**src/rtl/regfile_wr_arbiter.sv**
```systemverilog
// rtl/regfile_wr_arbiter.sv - register file write-port arbiter for writeback and multi-cycle results
module regfile_wr_arbiter #(
    parameter int DEPTH    = 4,
    parameter int MAX_WAIT = 3
) (
    input  logic                     clk,
    input  logic                     Reset,
    input  logic                     wb_valid,
    input  logic [4:0]               wb_reg,
    input  logic [31:0]              wb_data,
    output logic                     wb_stall,
    input  logic                     mc_valid,
    output logic                     mc_ready,
    input  logic [4:0]               mc_reg,
    input  logic [31:0]              mc_data,
    output logic [4:0]               WriteReg,
    output logic [31:0]              WD,
    output logic                     WE,
    output logic [31:0]              pend_mask,
    output logic [$clog2(DEPTH):0]   fifo_count
);

    localparam int              PW      = $clog2(DEPTH);
    localparam logic [PW:0]     DEPTH_C = DEPTH[PW:0];
    localparam logic [3:0]      MAX_W   = MAX_WAIT[3:0];

    // FIFO storage; valid_q tracks occupancy per slot so pend_mask needs no pointer math
    logic [4:0]        reg_q  [DEPTH];
    logic [31:0]       data_q [DEPTH];
    logic [DEPTH-1:0]  valid_q;
    logic [PW-1:0]     rd_ptr_q, wr_ptr_q;
    logic [PW:0]       count_q, count_d;
    logic [3:0]        wait_q, wait_d;

    logic empty;
    logic pop;
    logic push;
    logic wb_grant;

    assign empty      = (count_q == '0);
    assign mc_ready   = (count_q < DEPTH_C) && !Reset;
    // Transfers to register 0 are accepted but dropped, so they never occupy a slot
    assign push       = mc_valid && mc_ready && (mc_reg != 5'd0);
    assign fifo_count = count_q;

    // Grant selection and starvation counter next state
    always_comb begin
        pop      = 1'b0;
        wb_grant = 1'b0;
        wb_stall = 1'b0;
        wait_d   = wait_q;
        if (Reset) begin
            wait_d = 4'd0;
        end else if (empty) begin
            wb_grant = wb_valid;
            wait_d   = 4'd0;
        end else if (!wb_valid) begin
            pop    = 1'b1;
            wait_d = 4'd0;
        end else if (wait_q < MAX_W) begin
            wb_grant = 1'b1;
            wait_d   = wait_q + 4'd1;
        end else begin
            pop      = 1'b1;
            wb_stall = 1'b1;
            wait_d   = 4'd0;
        end
    end

    // Drive the register file write port from whichever source won
    always_comb begin
        WE       = 1'b0;
        WriteReg = 5'd0;
        WD       = 32'd0;
        if (pop) begin
            WriteReg = reg_q[rd_ptr_q];
            WD       = data_q[rd_ptr_q];
            WE       = (reg_q[rd_ptr_q] != 5'd0);
        end else if (wb_grant) begin
            WriteReg = wb_reg;
            WD       = wb_data;
            WE       = (wb_reg != 5'd0);
        end
    end

    // Occupancy next state
    always_comb begin
        count_d = count_q;
        case ({push, pop})
            2'b10:   count_d = count_q + 1'b1;
            2'b01:   count_d = count_q - 1'b1;
            default: count_d = count_q;
        endcase
    end

    // Pending-write mask: one bit per register targeted by any buffered entry
    always_comb begin
        pend_mask = 32'd0;
        for (int i = 0; i < DEPTH; i++) begin
            if (valid_q[i]) begin
                pend_mask[reg_q[i]] = 1'b1;
            end
        end
        pend_mask[0] = 1'b0;
    end

    // Control state: pointers, occupancy, slot valids, starvation counter
    always_ff @(posedge clk or posedge Reset) begin
        if (Reset) begin
            rd_ptr_q <= '0;
            wr_ptr_q <= '0;
            count_q  <= '0;
            valid_q  <= '0;
            wait_q   <= 4'd0;
        end else begin
            count_q <= count_d;
            wait_q  <= wait_d;
            if (pop) begin
                rd_ptr_q          <= rd_ptr_q + 1'b1;
                valid_q[rd_ptr_q] <= 1'b0;
            end
            if (push) begin
                wr_ptr_q          <= wr_ptr_q + 1'b1;
                valid_q[wr_ptr_q] <= 1'b1;
            end
        end
    end

    // Payload storage; slots are only meaningful while their valid bit is set
    always_ff @(posedge clk) begin
        if (push) begin
            reg_q[wr_ptr_q]  <= mc_reg;
            data_q[wr_ptr_q] <= mc_data;
        end
    end

endmodule

```
**config.mk**
```make
export PLATFORM = sky130hd
export DESIGN_NAME = regfile_wr_arbiter
export DESIGN_NICKNAME = d
export VERILOG_FILES = /design/src/rtl/regfile_wr_arbiter.sv
export SDC_FILE = /design/constraint.sdc
export NUM_CORES = 1
export LEC_CHECK = 0
export CORE_MARGIN = 2
export CORE_UTILIZATION = 35
export CTS_BUF_LIST = sky130_fd_sc_hd__clkbuf_4
export CTS_CLUSTER_DIAMETER = 30
export DETAILED_ROUTE_END_ITERATION = 6
export SETUP_SLACK_MARGIN = 0.3
export SYNTH_ARGS = -nofsm -noshare
export SYNTH_HDL_FRONTEND = slang
export SYNTH_SLANG_ARGS = --single-unit
```
**constraint.sdc**
```tcl
create_clock -name clk -period 3.3 [get_ports clk]
set_input_delay 0.33 -clock clk [delete_from_list [all_inputs] [get_ports clk]]
set_output_delay 0.33 -clock clk [all_outputs]
set_load 0.01 [all_outputs]
```
# After elaboration in Yosys (flattened, before gate mapping)
# Memories as Yosys holds them, arrays and structs flattened.
# Cells that the tools add are included.
# totals
register_bits	15
mem_bits_rw	148
in_bits	78
output_inout_bits	75
elab_cells	91
memories	2
# op_classes
add_sub_neg	5
n_lt_le_gt_ge	14
eq_ne	2
mux	42
n_bitwise	6
n_reduce_logical	15
# mem_list
name	words	word_bits	rd	rd_ports_with_merged_regs	write_ports	line	text
data_q	4	32	1	0	1	29	logic [31:0] data_q [DEPTH];
reg_q	4	5	5	0	1	28	logic [4:0] reg_q [DEPTH];
# op_table
op	count
32-bit two-way mux	6
32-bit bitwise OR	3
5-bit by 6-bit less-than comparator with 1-bit output (second input constant)	4
4-bit two-way mux	6
1-bit two-way mux	21
1-bit demux with 5-bit select	4
5-bit by 1-bit greater-or-equal comparator with 1-bit output (second input constant)	4
5-bit nonzero test	3
5-bit two-way mux	2
1-bit logical AND	9
2-bit by 3-bit less-than comparator with 1-bit output (second input constant)	2
3-bit one-hot mux with 2 select lines	1
2-bit by 1-bit adder with 2-bit output (second input constant)	2
4-bit by 1-bit adder with 4-bit output (second input constant)	1
4-bit AND	1
1-bit demux with 2-bit select	2
2-bit by 1-bit greater-or-equal comparator with 1-bit output (second input constant)	2
4-bit by 2-bit less-than comparator with 1-bit output (second input constant)	1
4-bit NOT	1
4-bit bitwise OR	1
3-bit by 1-bit adder with 3-bit output (second input constant)	1
3-bit logical NOT	1
3-bit less-than comparator (second input constant)	1
3-bit by 1-bit subtractor with 3-bit output (second input constant)	1
4 further kinds	4

# Longest topological paths before layout
# An unclocked memory read counts as a cell.
# depth
ltp_word	12
ltp_mapped	11
depth_no_buf	10

# Least setup slack after synthesis
# Ideal clock, no wire load.
# synth_timing
kind	reg-to-reg
start	register count_q[2] (netlist: fifo_count[2])
end	memory data_q[0][0], enable pin
setup_time_ns	0.398
arrival_time_ns	2.167
required_ns	2.902
slack_ns	0.735
path_stages_with_launch	6
path_buffers	1
period_less_slack_ns	2.565
cell_sequence	dfrtp_1 > nor2_1 > nand2_1 > a21oi_1 > clkbuf_1 > and2_1
# synth_between
elab_chain_cells	6
# synth_lines
element	line	text
from (decl)	32	logic [PW:0] count_q, count_d;
from (signal assigned)	116	count_q <= count_d;
3-bit less-than comparator	41	assign mc_ready = (count_q < DEPTH_C) && !Reset;
1-bit logical AND	41	
net mc_ready	13	output logic mc_ready,
1-bit logical AND (2 in series)	43	assign push = mc_valid && mc_ready && (mc_reg != 5'd0);
1-bit two-way mux	131	if (push) begin
1-bit two-way mux (implied by the code)	133	data_q[wr_ptr_q] <= mc_data;
to (decl)	29	
# The timed path passes the listed nets, and every way through them passes these cells.

# Worst setup path after layout
# layout_timing
start	register wait_q[0]
end	output WD[14]
# layout_between
elab_chain_cells	7
elab_cells_between_ends	11
cone_classes	order compare (1); mux (10)
# layout_lines
element	line	text
from (decl)	33	logic [3:0] wait_q, wait_d;
from (signal assigned)	117	wait_q <= wait_d;
4-bit by 2-bit less-than comparator with 1-bit output *	60	end else if (wait_q < MAX_W) begin
1-bit two-way mux	60	
1-bit two-way mux	57	end else if (!wb_valid) begin
1-bit two-way mux	54	end else if (empty) begin
1-bit two-way mux	52	if (Reset) begin
32-bit two-way mux	79	end else if (wb_grant) begin
32-bit two-way mux *	75	if (pop) begin
to (decl)	17	output logic [31:0] WD,
# Mark *: on every way between the ends. The rest lies on a longest branch, timed or not.

==> impl_metrics.ini <==
[cts]
clk-insertion-delay-late_ns = 0.54
cts_inserted_buffers = 17
reg_clk_slew_reported_paths_ns = 0.13
clock_tree_from_tritoncts = built
cts.htree.levels = 4
clock-root-buffer = clkbuf_4
cts_max_path_buffers = 2
clock_sink_count = 163

[floorplan]
rows = 53
starting_density_of_the_core = 0.359
io_count = 153
floorplan.die.height_um = 151
placeableCoreArea_um2 = 21200
fp.dieW_um = 151
die_area_um2 = 22900

[yosys]
synth_edf_count = 148
async_flop_share = 0.0920
synthDistinctLibCells = 48
yosys_warns = 0
largest_cells_by_area_after_synthesis = edfxtp_1, mux4_2, dfrtp_1
synth.yosys.seq_area_share = 0.635
top_ff_cell_synth = edfxtp_1
syn_area_per_cell_um2 = 15.8
synth-seq-cells = 163
cell_type_contributing_the_most_total_cell_area_after_synthesis = edfxtp_1
synth.cell_area_um2 = 7590
synth_top_area_frac = 0.585
post_synth_inst_count = 481

[sta]
setup_ws_ns = 0.344
worst-slew-pin-transition_ns = 0.656
clock_skew_ns = 0.0154
highest_clock_frequency_the_design_can_meet_mhz = 338
setup-tns-final_ns = 0
drv_slew = 0
timing.slew.headroom = 0.561
number_of_endpoints_with_negative_hold_slack_in_the_final_report = 0
final_period_minus_worst_setup_slack_ns = 2.96
finalCritPeriodShare = 0.896
setup_viol = 0
finalHoldWorstSlack_ns = 0.266
rsz0062_at_grt = yes

[placed_design]
port_buffers = 151
dp_hpwl_um = 14600
gp_congestion = 0.931
placedCellCount = 892
post-place-ws_ns = 0.478
postPlaceCellArea_um2 = 9500

[critical_path]
ff2ff_setup_slack_ns = 0.90
cpPeakStageDelay_ns = 0.48
required_time_at_the_worst_slack_endpoint_ns = 2.97
critPathLaunchType = flip-flop
class_of_the_most_critical_setup_path = flip-flop to output pin
worst_ep_arrival_ns = 2.63
cell_type_group_with_the_largest_total_delay_on_the_critical_path = buffers and inverters
path_common_cell = buf_4
critical_path.slowest_cell = clkdlybuf4s50_1
critPathBufInv = 4
cp_cell_sequence = ha_1 -> nor3_4 -> buf_4 -> a211oi_4 -> buf_4 -> buf_12 -> a22o_1 -> clkdlybuf4s50_1
crit_path_end_kind = output pin
critical_path.max_fanout = 13

[layout]
postLayoutCellArea_um2 = 10200
mostFrequentLayoutCells = edfxtp_1, clkdlybuf4s50_1, a22o_1
fill_cells = 1814
design.final.nets = 741
layoutNonFillerInstCount = 941
share_of_layout_cells_above_drive_strength_1 = 0.174
final_util = 0.481
layout-area-overhead-vs-synth_pct = 33.9
mostFrequentLayoutCell = edfxtp_1

[run]
maxCapViolations = 0

[grt]
first_global_vias = 5417
antenna_found_initial = 1
grt_start_max_net_pins = 26
grt_pass1_wl_um = 31500
grt.overflow.total = 0
grt_use_total = 0.186

[route]
post_drt_wl_per_cell_um = 22.3
route.vias.total = 5236
dr.pass1.iters = 5
remaining_drc_errors = 0
detail_route.iter0.violations = 403
final_wirelength_um = 21000
route.detailed.vias_per_inst = 5.56
post_route_ant_nets = 0

[worst_hold_path]
holdCritPathClass = primary input to async pin

[power]
p_clk_frac = 0.190
part_of_the_power_in_combinational_logic = 0.392
power.switching_mw = 1.97
register_share_of_total_power = 0.418
power_density_nw_per_um2 = 621
swShare = 0.312
int_pwr_mw = 4.34
max-vdd-ir-drop_v = 0.000296
total_power_mw = 6.31
power.static_leakage_nw = 3.93

[run_status]
outcome = finished clean
what timing repair did:
item                                    4_1_cts  5_1_grt
cloned                                        2        1
pin swaps                                     2        3
setup buffers                                10        3
hold buffers                                  0        0
resized for setup                            20       41
endpoints found under the setup margin       39       44
kinds of logic (layout without fill, tap and decap cells):
family | count (synthesis) | in the layout | synth area share
xor+xnor | 5 | 5 | 0.00577
other cells | 1 | 4 | 0.000494
flops | 163 | 163 | 0.635
compound gates | 108 | 108 | 0.117
fa+ha+maj | 11 | 11 | 0.0191
buf+inv | 45 | 227 | 0.0265
mux | 39 | 39 | 0.114
simple gates | 109 | 109 | 0.0826
cells in the mapped netlist (4+ instances only):
cell / number
mux4_2: 34
or3b_1: 6
nor3b_1: 11
nand2_1: 22
and3_1: 7
edfxtp_1: 148
nand3_1: 6
nand3b_1: 10
inv_1: 11
o21ai_1: 4
clkbuf_1: 21
dfrtp_1: 15
nor2_1: 22
o22ai_1: 15
a22o_1: 41
and2_1: 4
buf_2: 7
ha_1: 10
a21oi_1: 4
a22oi_1: 9
o221ai_1: 9
nor3_1: 4
a221o_1: 16
and3b_1: 5
final cells by class:
type                    count  area [um^2]  area share
well taps                 275          344      0.0339
clock inverters            14          163      0.0160
clock buffers              18          135      0.0133
flip-flops and latches    163         4820       0.474
repair buffers            182         2010       0.198
diodes                      1         2.50    0.000246
multi-input cells         275         2640       0.260
inverters                  13         48.8     0.00480
state kept, by name, summed over array words and instances, names as in the netlist:
name / cells
reg_q: 20
fifo_count: 3
data_q: 128
rd_ptr_q: 2
wr_ptr_q: 2
wait_q: 4
valid_q: 4
worst register-to-register path: stages (launching register included):
cell,delay [ns]
dfrtp_1,0.38
ha_1,0.20
nor3_4,0.06
buf_4,0.15
a211oi_4,0.21
buf_4,0.15
buf_12,0.16
ha_1,0.19
inv_1,0.06
fa_1,0.37
xor2_1,0.15
nor2_1,0.11
xor2_1,0.15
path summary, 6_finish.rpt:
kind                            depth (start not counted)                        end                start
worst max-delay path                                    8                     WD[14]  wait_q[0]$_DFF_PP0_
worst min-delay path                                    2  fifo_count[1]$_DFFE_PP0P_                Reset
worst max register to register                         12  fifo_count[2]$_DFFE_PP0P_  wait_q[0]$_DFF_PP0_
worst min register to register                          2        wait_q[0]$_DFF_PP0_  wait_q[0]$_DFF_PP0_
max in group asynchronous                               2    rd_ptr_q[1]$_DFFE_PP0N_                Reset
min in group clk                                        1     data_q[3][3]$_DFFE_PP_           mc_data[3]
metal layers:
metal	vias to the layer above	global-route usage	routed length, um
met2	256	0.307	10100
met3	22	0.0539	1680
met4	0	0.0542	299
met5	-	0	0
met1	2625	0.239	8900
li1	2333	-	-
power groups by stage:
| stage | sequential (mW) | combinational [mW] | clock [mW] |
|---|---|---|---|
| 3_5_place_dp | 2.69 | 2.29 | 0 |
| 3_3_place_gp | 2.67 | 2.29 | 0 |
| 6_report | 2.64 | 2.48 | 1.20 |
| 5_1_grt | 2.67 | 2.67 | 1.30 |
| 2_1_floorplan | 2.62 | 1.38 | 0 |
| 4_1_cts | 2.64 | 2.52 | 1.23 |
Power figures use the tool's default switching activity.
==> edit (same settings) <==
`DEPTH`: 4 -> 2.
--- a/src/rtl/regfile_wr_arbiter.sv
+++ b/src/rtl/regfile_wr_arbiter.sv
@@ -1,5 +1,5 @@
 // rtl/regfile_wr_arbiter.sv - register file write-port arbiter for writeback and multi-cycle results
 module regfile_wr_arbiter #(
-    parameter int DEPTH    = 4,
+    parameter int DEPTH    = 2,
     parameter int MAX_WAIT = 3
 ) (
Interface: changed (resized fifo_count); port bits go from 153 to 152. No check against the original RTL was run, so the function may have changed too.
==> edit against the unedited design <==
  * The run now ends with design-rule violations left
  * Synthesized area is 45% lower
  * Non-clock buffer count is 22 lower
  * Sequential cell count is 79 lower
  * Routed wire length is 51% lower
  * Cell area is 40% lower
  * Sequential share of layout area is 6.6 points lower
  * Global-route usage is 2.5 points lower
  * Total power is 43% lower
  * Setup slack better by 0.12 ns
==> edit: results (changes against the unedited design) <==
Yosys:
- For this run, the leading register cell type out of synthesis is edfxtp_1.
- The share of flip-flops with an asynchronous set or reset after synthesis was 11.9% (+2.7 points).
- The sequential cell area fraction in the yosys report is 59.3% (-4.1 points).
- The number of enable-type register cells in the synthesized netlist is 74 (-50%).
- The share of cell area taken by muxes after synthesis is 8.89% (-2.5 points).
- By count the netlist is led by 74 x edfxtp_1, 37 x mux2i_1, 32 x o22ai_1.
- The count of mapped cells out of synthesis is 276 (-43%).
- The fraction of the mapped netlist area in adder cells is 0.601% (-1.3 points).
- The number of distinct standard cells referenced by the synthesized netlist is 36 (-25%).
- The xor/xnor share of the synthesized area is 1.05% (+0.47 points).
- By area the synthesized netlist is led by edfxtp_1 53%, o2bb2ai_2 11%, mux2i_1 8.9%.
- The complex-gate fraction of the synthesized area is 18.9% (+7.2 points).

Power:
- The net switching power was 1140 uW (-42%).
- The worst-case vdd ir drop came to 0.255 mV (-14%).
- The leakage power is 0.00205 uW (-48%).

Setup path:
- The launch point of the worst reg-to-reg path is fifo_count[1].
- The largest stage delay on the critical path is 0.55 ns (+0.07 ns).
- The arrival time at the worst endpoint came to 2.50 ns (-0.13 ns).
- On the critical path, the stage with the largest delay is an instance of clkdlybuf4s50_1.
- The largest fanout on the critical path is 23 (+10).

Final layout:
- The end-of-flow core utilization is 52.6% (+4.5 points).
- The number of antenna repair diodes is 0 (-1).
- The final layout net count is 507 (-32%).
- The proportion of layout cells with a drive suffix above 1 is 16.4% (-1.0 points).
- In the final layout, the registers with the most flip-flops are data_q: 64 flops, reg_q: 10 flops, wait_q: 4 flops.
- The layout filler cell count is 1006 (-45%).
- The final non-filler cell total was 575 (-39%).

Place:
- The number of placed cells counting well taps is 557 (-38%).
- The worst slack at placement is 0.536 ns (+0.0583 ns).
- The HPWL after detailed placement was 7570 um (-48%).
- The standard cell area after detailed placement came to 5830 sq um (-39%).
- The count of input and output buffers was 150 (-0.66%).
- The routability congestion estimate from global placement is 0.837 (-10%).

Global routing:
- The global-route wire length before repair is 16000 um (-49%).
- The maximum number of pins on one net before global-route repair is 28 (+7.7%).
- The via count of the first global-routing pass was 3093 (-43%).
- The number of antenna violations at the first check in global routing is 0 (-1).
- The global-route usage over all layers was 16.2% (-2.5 points).
- The leftover overflow at the end of global routing is 0 (unchanged).

Routing:
- The detail-routed net length per standard cell was 17.8 um (-20%).
- The remaining routing DRC violations was 9 (+9).
- The number of detailed-route iterations in the first pass is 7 (+2).
- The routed via count divided by cell count is 5.22 (-6.3%).
- The initial DRC count is 305 (-24%).

STA:
- The relative slew slack is 50.3% (-5.9 points).
- The clock skew came to 0.0112 ns (-0.00422 ns).

Status:
- The final reports fail on design-rule violations.
- The run finished, with violations left.

CTS:
- The count of H-tree levels built during CTS is 3 (-1).
- Clock-pin slew was measured on the worst setup and hold paths at 0.12 ns.
- The source-to-sink clock delay at the later pin of the worst-skew pair was 0.42 ns (-0.12 ns).
- The total CTS buffers is 9 (-8).
==> edit: cell types whose count changed after synthesis, sizes merged, moves of 13 or more <==
cell / delta
mux2i: +36
nand2: -19
a221o: -16
a22o: -40
edfxtp: -74
o2bb2ai: +37
o22ai: +17
nor2: -15
clkbuf: -13
mux4: -37
==> edit: logic make-up after synthesis <==
family	after synthesis
simple gates	45
fa+ha+maj	2
buf+inv	26
flops	84
compound gates	76
mux	37
xor+xnor	5
other cells	1
==> edit: final timing paths <==
path / to / slack, ns / cells after the start
setup / recovery: WD[31] / 0.47 / 6
hold / removal: wait_q[0] / 0.42 / 3
setup reg to reg: data_q[0][23] / 1.29 / 4
hold reg to reg: wait_q[0] / 0.46 / 1
max in group asynchronous: rd_ptr_q / 2.73 / 3
min in group clk: wait_q[0] / 0.46 / 1
==> edit: per-layer routing <==
layer | share of wire (%) | up-vias | global-route usage, %
met2 | 49 | 132 | 26.7
met4 | 1.2 | 0 | 5.61
met5 | 0 | - | 0
met3 | 9.7 | 10 | 5.46
met1 | 41 | 1425 | 19.9
li1 | - | 1432 | -
==> edit: power by group through the flow <==
stage | Clock [uW] | Sequential (uW) | Combinational (uW)
after CTS | 749 | 1470 | 1400
after floorplan | 0 | 1390 | 845
after detailed placement | 0 | 1500 | 1380
final | 726 | 1470 | 1380
after global placement | 0 | 1500 | 1370
after global routing | 789 | 1500 | 1480
==> edit: layout make-up <==
type,count,area share [%]
clock buffer,9,1.12
clock inverter,7,1.90
inverter,4,0.248
multi-input combinational,168,26.0
sequential,84,40.9
tap,143,2.96
timing repair buffer,160,27.0
==> edit: tightest hold or removal path, delay by kind of cell <==
kind	cells	cell delay, ns
buf+inv	3	0.87
==> edit: timing repair <==
item                                    CTS  global route
endpoints found under the setup margin    6            35
gates resized for setup                   1             5
setup buffers                             2             0
pin swaps                                 1             0
